[src/rtl/alu_pkg.sv]
// Shared definitions for the ALU execute stage: op codes (common with the decoder)
// and the handshake FSM state encoding.
package alu_pkg;

  localparam logic [2:0] OP_ADD = 3'd0;
  localparam logic [2:0] OP_SUB = 3'd1;
  localparam logic [2:0] OP_AND = 3'd2;
  localparam logic [2:0] OP_OR  = 3'd3;
  localparam logic [2:0] OP_XOR = 3'd4;
  localparam logic [2:0] OP_SHL = 3'd5;
  localparam logic [2:0] OP_SHR = 3'd6;
  localparam logic [2:0] OP_MUL = 3'd7;

  typedef enum logic [1:0] {
    ST_IDLE = 2'd0,
    ST_BUSY = 2'd1,
    ST_DONE = 2'd2
  } alu_state_e;

  function automatic logic is_shift_op(logic [2:0] op);
    return (op == OP_SHL) || (op == OP_SHR);
  endfunction

endpackage

[src/rtl/alu_iter_unit.sv]
// Iterative unit: one-bit-per-cycle shifter and shift-add multiplier.
// result/carry present the value after the current step, valid while done is high.
module alu_iter_unit
  import alu_pkg::*;
#(
  parameter int unsigned WIDTH = 16,
  localparam int unsigned SHW = $clog2(WIDTH)
) (
  input  logic             clk,
  input  logic             rst_n,
  input  logic             start,
  input  logic [2:0]       op,
  input  logic [WIDTH-1:0] a,
  input  logic [WIDTH-1:0] b,
  output logic             busy,
  output logic             done,
  output logic [WIDTH-1:0] result,
  output logic             carry
);

  localparam int unsigned CW = SHW + 1;

  logic             busy_q, busy_d;
  logic [2:0]       op_q, op_d;
  logic [CW-1:0]    cnt_q, cnt_d;
  logic [WIDTH-1:0] hi_q, hi_d;
  logic [WIDTH-1:0] lo_q, lo_d;
  logic [WIDTH-1:0] mcand_q, mcand_d;
  logic             sh_out_q, sh_out_d;
  logic [WIDTH:0]   psum;

  always_comb begin
    busy_d   = busy_q;
    op_d     = op_q;
    cnt_d    = cnt_q;
    hi_d     = hi_q;
    lo_d     = lo_q;
    mcand_d  = mcand_q;
    sh_out_d = sh_out_q;
    psum     = {1'b0, hi_q} + (lo_q[0] ? {1'b0, mcand_q} : {(WIDTH + 1){1'b0}});

    if (busy_q) begin
      cnt_d = cnt_q - CW'(1);
      case (op_q)
        OP_SHL:  {sh_out_d, lo_d} = {lo_q, 1'b0};
        OP_SHR:  {lo_d, sh_out_d} = {1'b0, lo_q};
        // {hi,lo} is the running product; lo shifts the multiplier out bit by bit
        default: {hi_d, lo_d} = {psum, lo_q[WIDTH-1:1]};
      endcase
      if (cnt_q == CW'(1)) busy_d = 1'b0;
    end

    if (start) begin
      busy_d   = 1'b1;
      op_d     = op;
      mcand_d  = a;
      hi_d     = '0;
      sh_out_d = 1'b0;
      if (op == OP_MUL) begin
        lo_d  = b;
        cnt_d = CW'(WIDTH);
      end else begin
        lo_d  = a;
        cnt_d = {1'b0, b[SHW-1:0]};
      end
    end
  end

  always_ff @(posedge clk or negedge rst_n) begin
    if (!rst_n) begin
      busy_q   <= 1'b0;
      op_q     <= 3'd0;
      cnt_q    <= '0;
      hi_q     <= '0;
      lo_q     <= '0;
      mcand_q  <= '0;
      sh_out_q <= 1'b0;
    end else begin
      busy_q   <= busy_d;
      op_q     <= op_d;
      cnt_q    <= cnt_d;
      hi_q     <= hi_d;
      lo_q     <= lo_d;
      mcand_q  <= mcand_d;
      sh_out_q <= sh_out_d;
    end
  end

  assign busy   = busy_q;
  assign done   = busy_q && (cnt_q == CW'(1));
  assign result = lo_d;
  assign carry  = (op_q == OP_MUL) ? |hi_d : sh_out_d;

endmodule

[src/rtl/alu_exec.sv]
// ALU execute stage: valid/ready handshake FSM, single-cycle datapath, and an
// iterative unit for shifts and multiply. Result and flags are registered.
module alu_exec
  import alu_pkg::*;
#(
  parameter int unsigned WIDTH = 16,
  localparam int unsigned SHW = $clog2(WIDTH)
) (
  input  logic             clk,
  input  logic             rst_n,
  input  logic [2:0]       alu_op,
  input  logic [WIDTH-1:0] a,
  input  logic [WIDTH-1:0] b,
  input  logic             in_valid,
  output logic             in_ready,
  output logic [WIDTH-1:0] result,
  output logic             flag_zero,
  output logic             flag_carry,
  output logic             out_valid,
  input  logic             out_ready
);

  alu_state_e       state_q, state_d;
  logic [WIDTH-1:0] result_q, result_d;
  logic             zero_q, zero_d;
  logic             carry_q, carry_d;

  logic             accept;
  logic             needs_iter;
  logic [WIDTH:0]   sum_ext, diff_ext;
  logic [WIDTH-1:0] alu_res;
  logic             alu_carry;

  logic             iter_start;
  logic             iter_busy;
  logic             iter_done;
  logic [WIDTH-1:0] iter_result;
  logic             iter_carry;

  assign in_ready = (state_q == ST_IDLE) || ((state_q == ST_DONE) && out_ready);
  assign accept   = in_valid && in_ready;

  // A zero shift amount completes in one cycle like the logic ops.
  assign needs_iter = (alu_op == OP_MUL) || (is_shift_op(alu_op) && (b[SHW-1:0] != '0));

  always_comb begin
    sum_ext   = {1'b0, a} + {1'b0, b};
    diff_ext  = {1'b0, a} - {1'b0, b};
    alu_res   = a;
    alu_carry = 1'b0;
    case (alu_op)
      OP_ADD:  {alu_carry, alu_res} = sum_ext;
      OP_SUB:  {alu_carry, alu_res} = diff_ext;
      OP_AND:  alu_res = a & b;
      OP_OR:   alu_res = a | b;
      OP_XOR:  alu_res = a ^ b;
      default: ;
    endcase
  end

  always_comb begin
    state_d    = state_q;
    result_d   = result_q;
    zero_d     = zero_q;
    carry_d    = carry_q;
    iter_start = 1'b0;
    unique case (state_q)
      ST_IDLE, ST_DONE: begin
        if (accept) begin
          if (needs_iter) begin
            state_d    = ST_BUSY;
            iter_start = 1'b1;
          end else begin
            state_d  = ST_DONE;
            result_d = alu_res;
            zero_d   = (alu_res == '0);
            carry_d  = alu_carry;
          end
        end else if (state_q == ST_DONE && out_ready) begin
          state_d = ST_IDLE;
        end
      end
      ST_BUSY: begin
        if (iter_done) begin
          state_d  = ST_DONE;
          result_d = iter_result;
          zero_d   = (iter_result == '0);
          carry_d  = iter_carry;
        end else if (!iter_busy) begin
          state_d = ST_IDLE;
        end
      end
      default: state_d = ST_IDLE;
    endcase
  end

  always_ff @(posedge clk or negedge rst_n) begin
    if (!rst_n) begin
      state_q  <= ST_IDLE;
      result_q <= '0;
      zero_q   <= 1'b0;
      carry_q  <= 1'b0;
    end else begin
      state_q  <= state_d;
      result_q <= result_d;
      zero_q   <= zero_d;
      carry_q  <= carry_d;
    end
  end

  alu_iter_unit #(
    .WIDTH(WIDTH)
  ) u_iter (
    .clk    (clk),
    .rst_n  (rst_n),
    .start  (iter_start),
    .op     (alu_op),
    .a      (a),
    .b      (b),
    .busy   (iter_busy),
    .done   (iter_done),
    .result (iter_result),
    .carry  (iter_carry)
  );

  assign result     = result_q;
  assign flag_zero  = zero_q;
  assign flag_carry = carry_q;
  assign out_valid  = (state_q == ST_DONE);

endmodule

[config.mk]
export PLATFORM = sky130hd
export DESIGN_NAME = alu_exec
export DESIGN_NICKNAME = d
export VERILOG_FILES = /design/src/rtl/alu_pkg.sv /design/src/rtl/alu_iter_unit.sv /design/src/rtl/alu_exec.sv
export SDC_FILE = /design/constraint.sdc
export NUM_CORES = 1
export LEC_CHECK = 0
export BUFFER_PORTS_ARGS = -buffer_cell sky130_fd_sc_hd__buf_2
export CAP_MARGIN = 20
export CORE_MARGIN = 3
export CORE_UTILIZATION = 45
export DETAILED_ROUTE_END_ITERATION = 10
export PLACE_DENSITY = 0.63
export SLEW_MARGIN = 10
export SYNTH_ARGS = -nofsm -noshare
export SYNTH_HDL_FRONTEND = slang
export SYNTH_HIERARCHICAL = 1
export SYNTH_SLANG_ARGS = --single-unit
[constraint.sdc]
create_clock -name clk -period 5.5 [get_ports clk]
set_input_delay 0.55 -clock clk [delete_from_list [all_inputs] [get_ports clk]]
set_output_delay 0.55 -clock clk [all_outputs]
set_load 0.03 [all_outputs]
---- Word-level counts from Yosys, hierarchy flattened ----
Index checks and enable logic that the tools add are counted.
storage, ports and cells
  register bits after elaboration ......... 78
  latch bits .............................. 0
  bits in writable memories ............... 0
  memory bits (read-only) ................. 0
  output and inout port bits .............. 20
  logic and storage cells ................. 96
  memories kept ........................... 0
cells by class
  add/sub/neg operators ................... 4
  $mul .................................... 0
  div/mod/pow operators ................... 0
  magnitude comparators ................... 0
  equality and inequality tests ........... 18
  shifts and indexed selects .............. 0
  muxes and demuxes ....................... 41
  bitwise gates (word level) .............. 3
  reduce and logical (&&, ||, !) cells .... 19
operators with widths
  cell                                                                    number
  16-bit 2-to-1 mux                                                       10
  16-bit one-hot mux with 5 select lines                                  1
  16-bit one-hot mux with 2 select lines                                  2
  16-bit zero test                                                        2
  3-bit equality test (second input constant)                             7
  16-bit by 16-bit adder with 17-bit output                               1
  16-bit by 17-bit adder with 17-bit output                               1
  16-bit by 16-bit subtractor with 17-bit output                          1
  16-bit AND                                                              1
  16-bit bitwise OR                                                       1
  16-bit OR reduction                                                     1
  16-bit bitwise XOR                                                      1
  1-bit 2-to-1 mux                                                        15
  5-bit 2-to-1 mux                                                        3
  2-bit 2-to-1 mux                                                        5
  1-bit one-hot mux with 2 select lines                                   4
  3-bit by 2-bit equality test with 1-bit output (second input constant)  2
  2-bit inequality test (second input constant)                           3
  3-bit inequality test (second input constant)                           2
  5-bit by 1-bit equality test with 1-bit output (second input constant)  1
  5-bit by 1-bit subtractor with 5-bit output (second input constant)     1
  1-bit logical AND                                                       4
  2-bit one-hot mux with 2 select lines                                   1
  4-bit AND reduction                                                     1
  10 further kinds                                                        14

---- Logic depth before layout (Yosys ltp) ----
Gate-level depths: netlist of the first run.
  depth after elaboration ................. 12
  mapped depth ............................ 19
  mapped depth without buffers ............ 14

---- Hierarchy ----
Netlist of the first run, hierarchy kept.
by module, submodules not included
  module         instances  cells an instance  area each (um^2)  sequential area each (um^2)
  alu_exec       1          541                3865.0            500.5
  alu_iter_unit  1          383                3684.8            1451.4

---- Worst setup path before layout of the first run ----
Ideal clock, no wire load.
  kind .................................... in2reg
  start point ............................. input port alu_op[2]
  end point ............................... register zero_q (netlist: flag_zero)
  library setup time ...................... 69 ps
  arrival ................................. 3874 ps
  data required time ...................... 5431 ps
  slack ................................... 1557 ps
  stages .................................. 18
  path buffers ............................ 8
  cells stage by stage .................... clkbuf_1 -> buf_2 -> clkbuf_1 -> buf_2 -> nand2_1 -> nor2_1 -> clkbuf_1 -> clkbuf_1 -> clkbuf_1 -> nor2_1 -> clkbuf_1 -> a222oi_1 -> o21ai_0 -> nor4_1 -> nand2_1 -> nor4_1 -> nand4_1 -> nand3_1
between the ends
  longest elaborated chain between the ends .. 11
  elaborated cells between the ends (all ways) .. 25
RTL lines
  item                                     RTL line             source
  start: declaration                       alu_exec.sv:11       input logic [2:0] alu_op,
  3-bit equality test                      alu_pkg.sv:21        return (op == OP_SHL) || (op == OP_SHR);
  1-bit logical OR                         alu_pkg.sv:21
  1-bit logical AND                        alu_exec.sv:44       assign needs_iter = (alu_op == OP_MUL) || (is_shift_op(alu_op) && (b[SHW-1:0] != '0));
  1-bit logical OR *                       alu_exec.sv:44
  1-bit 2-to-1 mux *                       alu_exec.sv:70       if (needs_iter) begin
  1-bit 2-to-1 mux *                       alu_exec.sv:69       if (accept) begin
  1-bit 2-to-1 mux *                       alu_exec.sv:67       unique case (state_q)
  via iter_start                           alu_exec.sv:34       logic iter_start;
  16-bit 2-to-1 mux *                      alu_iter_unit.sv:53  if (start) begin
  via iter_result[6]                       alu_exec.sv:37       logic [WIDTH-1:0] iter_result;
  16-bit zero test *                       alu_exec.sv:87       zero_d = (iter_result == '0);
  1-bit 2-to-1 mux *                       alu_exec.sv:84       if (iter_done) begin
  1-bit one-hot mux with 2 select lines *  alu_exec.sv:67
  end signal: assignment                   alu_exec.sv:106      zero_q <= zero_d;
  end: declaration                         alu_exec.sv:25       logic zero_q, zero_d;
The timed path passes the listed nets; every way through them passes the cells marked *. The select of a mux whose other input is x is not followed.
A chain may end at the register's enable or synchronous reset.

---- Worst setup path after layout of the first run ----
  start point ............................. register u_iter.lo_q[0]
  end point ............................... register carry_q (netlist: flag_carry)
between the ends
  longest elaborated chain between the ends .. 9
  elaborated cells between the ends (all ways) .. 12
RTL lines
  item                                       RTL line             source
  start: declaration                         alu_iter_unit.sv:27  logic [WIDTH-1:0] lo_q, lo_d;
  start signal: assignment                   alu_iter_unit.sv:83  lo_q <= lo_d;
  16-bit 2-to-1 mux                          alu_iter_unit.sv:40  psum = {1'b0, hi_q} + (lo_q[0] ? {1'b0, mcand_q} : {(WIDTH + 1){1'b0}});
  16-bit by 17-bit adder with 17-bit output  alu_iter_unit.sv:40
  16-bit 2-to-1 mux                          alu_iter_unit.sv:44  case (op_q)
  16-bit 2-to-1 mux                          alu_iter_unit.sv:42  if (busy_q) begin
  16-bit 2-to-1 mux                          alu_iter_unit.sv:53
  16-bit OR reduction                        alu_iter_unit.sv:92  assign carry = (op_q == OP_MUL) ? |hi_d : sh_out_d;
  1-bit 2-to-1 mux *                         alu_iter_unit.sv:92
  via iter_carry                             alu_exec.sv:38       logic iter_carry;
  1-bit 2-to-1 mux *                         alu_exec.sv:84
  1-bit one-hot mux with 2 select lines *    alu_exec.sv:67
  end signal: assignment                     alu_exec.sv:107      carry_q <= carry_d;
  end: declaration                           alu_exec.sv:26       logic carry_q, carry_d;
Marked as above.

==> results_dict.tcl, run 1 <==
set metrics [dict create \
    setup_viol 0 \
    post_cts_buffers 0 \
    top_usage_layer "met1" \
    period_needed_ns 4.11 \
    syn-num-nets 1035 \
    cts_tree "built" \
    via_per_inst 6.28 \
    path_max_fanout 19 \
    insertion_delay_ns 0.33 \
    grt.overflow.total 0 \
    io_pins 59 \
    synth.top_cell.area_share_pct 25.9 \
    grt_pass1_wl_um 38300 \
    die_h_um 136 \
    holdBufCountCts 0 \
    rsz0062_at_grt "no" \
    status "finished, final reports clean" \
    synth_area_um2 7550 \
    htreeDepth 3 \
    post-route-drc-count 0 \
    grt_use_total_pct 26.4 \
    post-place-ws_ns 1.21 \
    end_kind "flop" \
    synth-edff-count 0 \
    hpwl_um 17500 \
    grt_util_met3_pct 6.02 \
    tightest_slew_ns 1.02 \
    syn_to_final_growth_pct 9.63 \
    antenna_found_initial 2 \
    cts-buffers-inserted 9 \
    die_x_um 136 \
    p_leak_nw 3.74 \
    drt-wirelength-per-cell_um 20.4 \
    synth_top_family_by_area "compound AO/OA/AOI/OAI gates" \
    synthTopCellsByArea "dfrtp_1 26%, ha_1 11%, o21ai_0 4.4%" \
    synthSimpleGateAreaFrac_pct 19.2 \
    synth_xor_area_share_pct 1.84 \
    place_congestion 0.910 \
    relSlewSlack_pct 31.9 \
    core_area_um2 16200 \
    crit_type "flop to flop" \
    hp-class "input port to async pin" \
    ys_seq_area_share_pct 25.9 \
    yosysWarnings 6 \
    num_rows 46 \
    synthMuxAreaShare_pct 7.42 \
    global_route.usage.met2_pct 37.3 \
    syn_area_per_cell_um2 8.17 \
    dr.pass1.iters 8 \
    num-nets-final 1058 \
    fp.dieArea_um2 18400 \
    fin_skew_ns 0.00884 \
    drt_iter0_drc 879 \
    ant_nets 0 \
    synth_adder_area_share_pct 12.4 \
    start_kind "flop" \
    power_mw 3.53 \
    cts_buffer_depth 2 \
    initial_core_util_pct 46.7 \
    ir_drop_mv 0.308 \
    synth-seq-cells 78 \
    hold_viol_final 0 \
    synth_ff_type "dfrtp_1" \
    cap_violations 0 \
    timing.final.crit_share_pct 74.8 \
    first_global_vias 6665 \
    cts_num_sinks 78 \
    critical_path_required_ns 5.71 \
    setup_ws_ns 1.39 \
    drive_gt1_share_pct 13.1 \
    synthArstFlopShare_pct 100 \
    cts_root_buffer "clkbuf_16" \
    synth.distinct_cells 89 \
    timing.fmax_mhz 243 \
    clk_pin_slew_ns 0.06 \
    synth_top_area_cell "dfrtp_1" \
    totalWireLength_um 23900 \
    totalNegativeSetupSlack_ns 0 \
    vias 7336 \
    ctsResizeCount 0 \
    maxSlewViolCount 0 \
    cp_data_arrival_time_ns 4.32 \
    io_buffers 58 \
    grt_max_degree 79 \
    p_per_area_nw_per_um2 426 \
    grt_util_met1_pct 40.2 \
    synth_compound_area_share_pct 26.9 \
    synth_cells 924 \
]
[metrics by stage]
step           instances  instance area (um2)  hold WS, ns  util (%)
6_report            1168                 8280        0.368      51.2
5_1_grt             1168                 8280        0.448      51.2
4_1_cts             1167                 8270        0.430      51.2
3_5_place_dp        1152                 7950        0.474      49.2
3_3_place_gp        1152                 7950        0.476      49.2
2_1_floorplan        924                 7550        0.254         -
[logic make-up after synthesis]
logic type,after synthesis
XOR/XNOR,15
AO/OA/AOI/OAI,295
multiplexers,52
AND/OR/NAND/NOR,290
buffers and inverters,121
adder cells (fa/ha/maj),73
flip-flops,78
[power breakdown]
group          switching [mW]  internal, mW  total [mW]
Combinational            1.15         0.682        1.83
Sequential              0.217         0.830        1.05
Clock                   0.239         0.409       0.647
Total                    1.61          1.92        3.53
[worst max-delay path, stage by stage (launching register included)]
cell and delay (ns):
dfrtp_1 0.72, and2_1 0.23, ha_1 0.18, inv_1 0.06, fa_1 0.43, nand2b_1 0.18
a21oi_1 0.27, o31a_1 0.19, nor4_1 0.07, nor4_1 0.40, nand4bb_1 0.20, or4_1 0.53
o32a_1 0.29, o21ai_0 0.15, o21ai_0 0.09
[layout by cell type (no fill, tap or decap), types with 13 or more instances in the layout]
cell | Yosys | final
mux2i_1 | 29 | 29
dfrtp_1 | 78 | 78
nor3_1 | 22 | 22
nand3_1 | 32 | 32
and2_1 | 16 | 16
xnor2_1 | 13 | 13
inv_1 | 65 | 65
mux2_2 | 21 | 21
buf_2 | 13 | 57
a222oi_1 | 14 | 14
nor2_1 | 78 | 77
a21oi_1 | 63 | 63
nor4_1 | 16 | 16
nand2_1 | 62 | 62
o21ai_0 | 66 | 66
ha_1 | 69 | 69
a211oi_1 | 17 | 17
[final timing paths]
| check | start | end | slack (ns) | cells after the start |
|---|---|---|---|---|
| max | u_iter/lo_q[0] | flag_carry | 1.39 | 14 |
| min | rst_n | u_iter/mcand_q[2] | 0.37 | 1 |
| max reg2reg | u_iter/lo_q[0] | flag_carry | 1.39 | 14 |
| min reg2reg | result[10] | result[10] | 0.49 | 2 |
| max in group asynchronous | rst_n | u_iter/hi_q[8] | 4.45 | 1 |
| min in group clk | result[10] | result[10] | 0.49 | 2 |
[cell usage after synthesis (17+ instances only)]
cell,instances
nor3_1,22
mux2i_1,29
clkbuf_1,31
inv_1,65
nand2_1,62
a21oi_1,63
a211oi_1,17
nor2_1,78
o21ai_0,66
mux2_2,21
ha_1,69
nand3_1,32
dfrtp_1,78
[state kept, by name, indices dropped and copies added (netlist names)]
name	flops
flag_carry	1
u_iter/hi_q	16
result	16
u_iter/cnt_q	5
u_iter/mcand_q	16
flag_zero	1
state_q	2
u_iter/busy	1
u_iter/op_q	3
u_iter/lo_q	16
u_iter/sh_out_q	1
[final cells by class]
cell class	count	area [um2]
well taps	216	270
clock inverters	5	82.6
clock buffers	10	239
inverters	67	251
flip-flops and latches	78	1950
diodes	1	2.50
repair buffers	66	353
multi-input cells	725	5130
fillers	1555	7900
[per-layer routing]
layer | routed length, um | vias up
li1 | - | 3474
met4 | 433 | 2
met5 | 13 | -
met3 | 2030 | 34
met1 | 11500 | 3496
met2 | 9920 | 330
No activity file was read; power rests on OpenSTA's default activity.
==> run 2: changes to the inputs <==
ABC_AREA = 1   (was not set)
PLACE_DENSITY = 0.65   (was 0.63)
clock period = 3.6 ns   (was 5.5 ns; I/O delays follow)
==> run 2 against run 1 <==
  * Core utilization grew 0.50 points
  * Critical path depth grew 2
  * Setup slack lost 0.84 ns
  * Final cell count grew 33%
  * Via count grew 12%
==> results_dict.tcl, run 2 <==
set metrics [dict create \
    p_per_area_nw_per_um2 701 \
    vias 8252 \
    synth_compound_area_share_pct 14.0 \
    core_area_um2 16900 \
    grt_pass1_wl_um 38800 \
    relSlewSlack_pct 32.7 \
    start_kind "flop" \
    synth-edff-count 0 \
    synth_xor_area_share_pct 0.332 \
    antenna_found_initial 0 \
    timing.fmax_mhz 327 \
    clk_pin_slew_ns 0.06 \
    dr_wl_met2_um 11700 \
    top_layer "met4" \
    synthSimpleGateAreaFrac_pct 35.7 \
    yosysMostFrequentCell "nand2_1" \
    synth_ff_type "dfrtp_1" \
    tightest_slew_ns 1.01 \
    cp_top_family "simple AND/OR/NAND/NOR gates" \
    cap_violations 0 \
    antenna_cells 0 \
    p_leak_nw 5.05 \
    dr.pass1.iters 7 \
    io_buffers 58 \
    ys_seq_area_share_pct 24.7 \
    synthTopCellsByCount "378 x nand2_1, 218 x inv_1, 122 x nand3_1" \
    yosysWarnings 6 \
    maxSlewViolCount 0 \
    syn-num-nets 1392 \
    setup_viol 0 \
    initial_core_util_pct 46.9 \
    cts_root_buffer "clkbuf_16" \
    path_max_fanout 16 \
    synth_cells 1281 \
    insertion_delay_ns 0.34 \
    hpwl_um 18700 \
    synthArstFlopShare_pct 100 \
    hold_viol_final 0 \
    m1WireLength_um 10800 \
    post_cts_buffers 0 \
    num_rows 47 \
    via_per_inst 5.32 \
    mostFrequentLayoutCells "378 x nand2_1, 218 x inv_1, 122 x nand3_1" \
    die_h_um 139 \
    period_needed_ns 3.06 \
    cts_buffer_depth 2 \
    ir_drop_mv 0.308 \
    hp-class "input port to async pin" \
    fin_skew_ns 0.00613 \
    cts_tree "built" \
    synth_area_um2 7910 \
    drt-wirelength-per-cell_um 15.5 \
    die_x_um 139 \
    syn_area_per_cell_um2 6.17 \
    power_mw 6.12 \
    synth-seq-cells 78 \
    worstPathCellList "inv_1 > nor2_1 > nor2_1 > nand2_1 > nor2_2 > buf_4 > nor2_1 > inv_1 > buf_4 > o221ai_1 > or4_1 > nor4_1 > nand4_1 > nand2_1 > inv_1 > a21oi_1" \
    path_buf_inv 5 \
    synth_adder_area_share_pct 11.7 \
    synth.distinct_cells 47 \
    end_kind "flop" \
    met3_length_um 1070 \
    crit_type "flop to flop" \
    holdBufCountCts 0 \
    post-route-drc-count 0 \
    synth_top_family_by_area "simple AND/OR/NAND/NOR gates" \
    place_congestion 0.954 \
    totalWireLength_um 24000 \
    htreeDepth 3 \
    slowest_delay_ns 0.55 \
    synthMuxAreaShare_pct 0 \
    num-nets-final 1436 \
    timing.final.crit_share_pct 84.9 \
    ant_nets 0 \
    grt_max_degree 79 \
    critical_path_required_ns 3.86 \
    totalNegativeSetupSlack_ns 0 \
    io_pins 59 \
    syn_to_final_growth_pct 10.3 \
    drive_gt1_share_pct 8.50 \
    rsz0062_at_grt "no" \
    grt.overflow.total 0 \
    worst_path_max_delay_cell "or4_1" \
    fill_cells 1774 \
    final_common_cell "nand2_1" \
    synthTopCellsByArea "dfrtp_1 25%, nand2_1 18%, ha_1 11%" \
    cts_num_sinks 78 \
    synth_top_area_cell "dfrtp_1" \
    synth.top_cell.area_share_pct 24.7 \
    grt_use_total_pct 24.5 \
    fp.dieArea_um2 19200 \
    cp_data_arrival_time_ns 3.32 \
    first_global_vias 7895 \
    drt_iter0_drc 614 \
    ctsResizeCount 0 \
    cts-buffers-inserted 9 \
    status "finished, final reports clean" \
]
run 2: through the flow:
stage / cell area (um2) / cells / setup slack (ns) / hold slack (ns) / utilization [%]
3_3_place_gp: 8390 / 1534 / 0.472 / 0.454 / 49.7
4_1_cts: 8720 / 1550 / 0.527 / 0.223 / 51.7
3_5_place_dp: 8390 / 1534 / 0.396 / 0.459 / 49.7
2_1_floorplan: 7910 / 1281 / 0.448 / 0.0644 / -
6_report: 8720 / 1550 / 0.543 / 0.159 / 51.7
5_1_grt: 8720 / 1550 / 0.245 / 0.263 / 51.7
run 2: routing by layer:
layer  vias up  GRT usage, %
met4         0          7.90
met5         -             0
met3        36          2.34
met1      3814          32.4
li1       4171             -
met2       231          42.4
run 2: report_power, final:
part	internal (mW)	total, mW	switching (mW)
registers	1.33	1.59	0.267
logic	1.18	3.51	2.33
clock network	0.645	1.01	0.367
run 2: path summary, 6_finish.rpt:
| kind | startpoint | cells past startpoint | slack [ns] | to |
|---|---|---|---|---|
| max | state_q[1] | 16 | 0.54 | flag_zero |
| min | rst_n | 1 | 0.16 | u_iter/cnt_q[1] |
| max reg2reg | state_q[1] | 16 | 0.54 | flag_zero |
| min reg2reg | u_iter/mcand_q[7] | 2 | 0.47 | u_iter/mcand_q[7] |
| max in group asynchronous | rst_n | 1 | 2.75 | u_iter/lo_q[0] |
| min in group clk | out_ready | 3 | 0.28 | state_q[1] |
run 2: final cells by class:
cell class / count / area, um2 / share of cell area (%)
Inverter: 227 / 855 / 9.80
Clock inverter: 5 / 81.3 / 0.933
Multi-Input combinational cell: 934 / 4880 / 56.0
Clock buffer: 11 / 253 / 2.90
Timing Repair Buffer: 75 / 420 / 4.82
Sequential cell: 78 / 1950 / 22.4
Tap cell: 220 / 275 / 3.16
run 2: cell families after synthesis:
kind of cell             after synthesis
buffers and inverters                269
XOR/XNOR                               3
AND/OR/NAND/NOR                      671
adder cells (fa/ha/maj)               72
AO/OA/AOI/OAI                        188
flip-flops                            78
